`src/rtl/pcpi_issue_ctrl.sv`:
```
// pcpi_issue_ctrl: PCPI initiator that issues one queued custom instruction at a time
// Ports:
//   clk, resetn                   clock, asynchronous active-low reset
//   cmd_valid/cmd_ready           command handshake; cmd_insn/cmd_rs1/cmd_rs2 payload
//   rsp_valid/rsp_ready           response handshake; rsp_data/rsp_wr/rsp_trap payload
//   pcpi_valid/insn/rs1/rs2       request driven to the coprocessors
//   pcpi_wr/rd/wait/ready         coprocessor replies
//   stat_done/stat_trap           saturating completed/trapped transaction counters
module pcpi_issue_ctrl #(
  parameter int TIMEOUT = 16,
  parameter int CNT_W   = 16
) (
  input  logic             clk,
  input  logic             resetn,
  input  logic             cmd_valid,
  output logic             cmd_ready,
  input  logic [31:0]      cmd_insn,
  input  logic [31:0]      cmd_rs1,
  input  logic [31:0]      cmd_rs2,
  output logic             rsp_valid,
  input  logic             rsp_ready,
  output logic [31:0]      rsp_data,
  output logic             rsp_wr,
  output logic             rsp_trap,
  output logic             pcpi_valid,
  output logic [31:0]      pcpi_insn,
  output logic [31:0]      pcpi_rs1,
  output logic [31:0]      pcpi_rs2,
  input  logic             pcpi_wr,
  input  logic [31:0]      pcpi_rd,
  input  logic             pcpi_wait,
  input  logic             pcpi_ready,
  output logic [CNT_W-1:0] stat_done,
  output logic [CNT_W-1:0] stat_trap
);
  localparam int TW = $clog2(TIMEOUT + 1);
  typedef enum logic [1:0] {IDLE, BUSY, RESP} state_t;
  state_t           r_state, w_next;
  logic [TW-1:0]    r_timer;
  logic [31:0]      r_insn, r_rs1, r_rs2, r_rsp_data;
  logic             r_rsp_wr, r_rsp_trap;
  logic [CNT_W-1:0] r_done, r_trap;
  logic             w_accept, w_done, w_trap;
  always_ff @(posedge clk or negedge resetn)
    if (!resetn) r_state <= IDLE;
    else         r_state <= w_next;
  // ready takes priority over the timeout when both land in the same cycle
  always_comb begin
    w_accept   = r_state == IDLE && cmd_valid;
    w_done     = r_state == BUSY && pcpi_ready;
    w_trap     = r_state == BUSY && !pcpi_ready && !pcpi_wait && r_timer == TW'(1);
    w_next     = r_state == IDLE ? (cmd_valid ? BUSY : IDLE) :
                 r_state == BUSY ? ((w_done || w_trap) ? RESP : BUSY) :
                                   (rsp_ready ? IDLE : RESP);
    cmd_ready  = r_state == IDLE;
    pcpi_valid = r_state == BUSY;
    rsp_valid  = r_state == RESP;
  end
  always_ff @(posedge clk or negedge resetn)
    if (!resetn) begin
      r_timer    <= '0;
      r_insn     <= '0;
      r_rs1      <= '0;
      r_rs2      <= '0;
      r_rsp_data <= '0;
      r_rsp_wr   <= 1'b0;
      r_rsp_trap <= 1'b0;
      r_done     <= '0;
      r_trap     <= '0;
    end else begin
      if (w_accept) begin
        r_insn  <= cmd_insn;
        r_rs1   <= cmd_rs1;
        r_rs2   <= cmd_rs2;
        r_timer <= TW'(TIMEOUT);
      end else if (r_state == BUSY)
        r_timer <= pcpi_wait ? TW'(TIMEOUT) : r_timer - TW'(1);
      if (w_done) begin
        r_rsp_wr   <= pcpi_wr;
        r_rsp_data <= pcpi_wr ? pcpi_rd : '0;
        r_rsp_trap <= 1'b0;
        r_done     <= r_done + CNT_W'(r_done != '1);
      end
      if (w_trap) begin
        r_rsp_wr   <= 1'b0;
        r_rsp_data <= '0;
        r_rsp_trap <= 1'b1;
        r_trap     <= r_trap + CNT_W'(r_trap != '1);
      end
    end
  assign pcpi_insn = r_insn;
  assign pcpi_rs1  = r_rs1;
  assign pcpi_rs2  = r_rs2;
  assign rsp_data  = r_rsp_data;
  assign rsp_wr    = r_rsp_wr;
  assign rsp_trap  = r_rsp_trap;
  assign stat_done = r_done;
  assign stat_trap = r_trap;
endmodule

```
`config.mk`:
```
export PLATFORM = sky130hd
export DESIGN_NAME = pcpi_issue_ctrl
export DESIGN_NICKNAME = d
export VERILOG_FILES = /design/src/rtl/pcpi_issue_ctrl.sv
export SDC_FILE = /design/constraint.sdc
export NUM_CORES = 1
export LEC_CHECK = 0
export BUFFER_PORTS_ARGS = -buffer_cell sky130_fd_sc_hd__buf_2
export CAP_MARGIN = 20
export CORE_MARGIN = 3
export CORE_UTILIZATION = 47
export DETAILED_ROUTE_END_ITERATION = 10
export PLACE_DENSITY_LB_ADDON = 0.1
export SYNTH_ARGS = -nofsm -noshare
export SYNTH_HDL_FRONTEND = slang
export SYNTH_SLANG_ARGS = --single-unit
```
`constraint.sdc`:
```
create_clock -name clk -period 2.7 [get_ports clk]
set_clock_uncertainty 0.05 [all_clocks]
set_input_delay 0.135 -clock clk [delete_from_list [all_inputs] [get_ports clk]]
set_output_delay 0.135 -clock clk [all_outputs]
set_load 0.01 [all_outputs]
```
Yosys cells after proc, flatten, opt, wreduce, memory -nomap -nowiden
Index checks and enable logic that the tools add are counted.
{ "word_totals": {"wordCells": 44, "reg_bits": 169} }
{ "classes": {"n_eq_ne": 5, "reduce_logical": 11, "addsub": 3, "muxes": 15} }
{ "op_table": {"columns": ["cell", "count"], "rows": [
  ["two-way mux 32 bit", 3],
  ["adder 16 x 1 -> 16 bit", 2],
  ["inequality test 16 bit (second input constant)", 2],
  ["two-way mux 5 bit", 3],
  ["two-way mux 2 bit", 4],
  ["== test 5 x 1 -> 1 bit (second input constant)", 1],
  ["logical AND 1 bit", 5],
  ["two-way mux 1 bit", 5],
  ["subtractor 5 x 1 -> 5 bit (second input constant)", 1],
  ["nonzero test 2 bit", 2],
  ["== test 2 x 1 -> 1 bit (second input constant)", 1],
  ["== test 2 bit (second input constant)", 1],
  ["zero test 1 bit", 2],
  ["zero test 2 bit", 1],
  ["logical OR 1 bit", 1]
]} }

Longest topological paths before layout
{ "logic_depth": {"ltp_word": 8, "mapped_depth": 9, "mapped_depth_nobuf": 9} }

Least setup slack after synthesis
Ideal clock, no wire load.
{ "synth_path": {"path_type": "reg2reg", "startpoint": "register r_done[6], in the netlist stat_done[6]", "endpoint": "register r_done[14], in the netlist stat_done[14]", "synth_period_minus_slack_ns": 2.477, "stages_incl_launch_ff": 9, "arrival_time_ns": 2.295, "setup_slack_ns": 0.223, "required_ns": 2.518, "cell_sequence": "dfrtp_1 nand3_1 or3_1 or4_1 ha_1 ha_1 nand4_1 nor3_1 xor2_1"} }
{ "synth_via": {"elab_chain_len": 2} }
{ "synth_rtl": {"columns": ["item", "line_no", "text"], "rows": [
  ["from (decl)", "42", "logic [CNT_W-1:0] r_done, r_trap;"],
  ["from (signal assigned)", "82", "r_done <= r_done + CNT_W'(r_done != '1);"],
  ["inequality test 16 bit", "82", null],
  ["adder 16 x 1 -> 16 bit (*)", "82", null]
]} }
Every way passes the cells marked *; elsewhere a longest branch is shown, timed or not.
A chain may end at the register's enable or synchronous reset.

Final worst setup path
{ "layout_path": {"startpoint": "register r_done[7], in the netlist stat_done[7]", "endpoint": "register r_done[12], in the netlist stat_done[12]"} }
The elaborated chain is that of the path after synthesis.

==> flow_summary.ini <==
[timing]
slew_viol_final = 0
min_period_over_period_pct = 95.3
tns_ns = 0
hold_viol_final = 0
tightest_slew_ns = 0.903
maxSlewHeadroom_pct = 39.6
clock.fmax_mhz = 389
fin_crit_ns = 2.57
setup_violations = 0

[global_route]
grt_pass1_wl_um = 31600
grt_pass1_vias = 6038
grt_start_max_net_pins = 74
grtUsageTotal_pct = 25.4
antenna_found_initial = 0
globalRoute.totalOverflow = 0
grt_use_met1_pct = 28.6
grtUsageMet3_pct = 8.03
grt-busiest-layer = met2
met2_usage_pct = 43.9

[cells_and_area]
areaGrowthSynthToFinish_pct = 54.0
fill_cells = 858
drive_gt1_share_pct = 48.5
final_util_pct = 74.2
final_cell_mix = 298 x buf_2, 169 x dfrtp_1, 130 x dlygate4sd3_1
final_common_cell = buf_2
layout.nets = 1052
antennaDiodeCount = 0
fin_cells = 1102

[drt]
drt_iter0_drc = 313
dr.pass1.iters = 4
ant_nets = 0
vias = 5600
routed_via_density = 5.08
wl_per_cell_um = 18.0
drt_wl_total_um = 19900
post-route-drc-count = 0

[worst_setup_path]
worst_setup_path_end_kind = flip-flop
critPathArrivalTime_ns = 2.86
r2r_setup_slack_ns = 0.13
cp_data_required_time_ns = 2.99
crit_fanout = 5
rr_startpoint = stat_done[7]
path_class = reg -> reg
reg2regPathDepth = 8
start_kind = flip-flop
crit_start = stat_done[7]

[logic_synthesis]
yosys.area.top_type = dfrtp_1
synth_ff_type = dfrtp_1
synthArstFlopShare_pct = 100
netlist_instances = 467
synth_top_cells_by_area = dfrtp_1 63%, mux2_2 16%, a22o_1 4.2%
synth_top_cell_area_share_pct = 63.0
netlist_area_mm2 = 0.00671
ys_seq_area_share_pct = 63.0
ys_seq_elements = 169
synth_edf_count = 0
ys_warn_count = 0
synth_cell_types = 40
synthesis.nets = 610
syn_area_per_cell_um2 = 14.4

[clock_network]
cts-root-buf = clkbuf_16
cts-buffers-inserted = 17
htree_levels = 4
cts_max_path_buffers = 2
clkTransAtPathRegs_ns = 0.06
cts_tree = yes
clk_latency_ns = 0.42
clock-sinks = 169

[pwr]
leakage_nw = 5.09
combinationalPowerShare_pct = 36.0
p_sw_share_pct = 32.7
p_per_area_mw_per_mm2 = 990
p_sw_mw = 3.35
intPower_mw = 6.88
clkPwrFrac_pct = 23.6
peakVddDrop_mv = 0.887
p_seq_share_pct = 40.3
power.total_mw = 10.2

[run_status]
status = finished clean

[placed_design]
hpwl_um = 12600
dp.cells = 936
place.gp.congestion = 0.925
port_buffers = 299

[worst_hold_path]
hp-start = pcpi_wait
hold_class = in -> reg
hold_depth = 4

[die]
core_region_area_mm2 = 0.0139
start_util_pct = 48.2
io-pin-count = 300
rows = 43
fp.dieW_um = 126
die_h_um = 126
dieArea_mm2 = 0.0158

[flow_run]
drv_cap = 0
-- worst max-delay path, stage by stage, from the launching register on --
cell and delay (ns):
dfrtp_1 0.40, nand3_1 0.12, or3_4 0.41, or4_1 0.57
ha_1 0.22, ha_1 0.22, nand4_1 0.21, nor2_1 0.10
xnor2_1 0.19
-- metrics by stage --
step                hold slack (ns)  cell area [um^2]  worst slack [ns]
floorplan                    -0.211              6710             0.223
global placement              0.137              8420             0.159
detailed placement            0.144              8420             0.114
CTS                           0.118             10300            0.0755
global route                  0.117             10300          -0.00125
finish                        0.127             10300             0.127
-- layer usage --
| layer | routed length, um | part of all wire [%] | up-vias |
|---|---|---|---|
| met4 | 682 | 3.4 | 0 |
| met3 | 1510 | 7.6 | 58 |
| met1 | 7430 | 37 | 2717 |
| li1 | - | - | 2558 |
| met5 | 0 | 0 | - |
| met2 | 10300 | 52 | 267 |
-- power groups by stage --
stage	Combinational, mW	Clock [mW]	Sequential (mW)
floorplan	1.55	0	4.54
global placement	3.42	0	4.07
detailed placement	3.51	0	4.10
CTS	3.65	2.46	4.08
global route	3.95	2.59	4.24
finish	3.69	2.42	4.13
-- area by class of cell --
cell class	count	area (um^2)	share of cell area (%)
clock buffers	24	462	4.47
clock inverters	8	120	1.16
inverters	5	18.8	0.182
multi-input cells	272	2340	22.6
flip-flops and latches	169	4230	40.9
well taps	180	225	2.18
repair buffers	444	2940	28.5
-- state kept, by name, indices dropped and copies added, names as in the netlist --
signal     flops
r_timer        5
pcpi_insn     32
rsp_trap       1
stat_trap     16
r_state        2
rsp_wr         1
rsp_data      32
stat_done     16
pcpi_rs2      32
pcpi_rs1      32
-- what timing repair did --
item	in CTS	in global routing
hold buffers	130	0
resized for setup	0	1
setup buffers	0	4
setup endpoints to repair	0	4
hold endpoints to repair	197	0
-- Yosys cell counts (2+ instances only) --
library cell / n
dfrtp_1: 169
mux2_2: 98
a22o_1: 32
nand2_1: 25
xnor2_1: 21
nor2_1: 14
nand4_1: 13
buf_2: 12
nand3_1: 10
ha_1: 8
o21ai_0: 8
xor2_1: 7
and3_1: 5
inv_1: 5
buf_4: 4
nor3_1: 4
and2_1: 3
buf_6: 3
nor4_1: 3
a21oi_1: 2
o31ai_1: 2
-- cells by family (layout without fill, tap and decap cells) --
| kind of cell | Yosys count | after routing | share of synthesized area (%) |
|---|---|---|---|
| adder cells (fa/ha/maj) | 8 | 8 | 1.49 |
| XOR/XNOR | 28 | 28 | 3.65 |
| flip-flops | 169 | 169 | 63.0 |
| AND/OR/NAND/NOR | 91 | 91 | 7.55 |
| multiplexers | 98 | 98 | 16.4 |
| AO/OA/AOI/OAI | 47 | 47 | 5.61 |
| buffers and inverters | 26 | 481 | 2.26 |
-- worst paths after layout --
| kind | end |
|---|---|
| max reg2reg | stat_done[12] |
| min | stat_trap[15] |
| max in group asynchronous | stat_done[5] |
| min reg2reg | rsp_wr |
| max | stat_done[12] |
| min in group asynchronous | stat_trap[7] |
(Power assumes the default switching activity.)
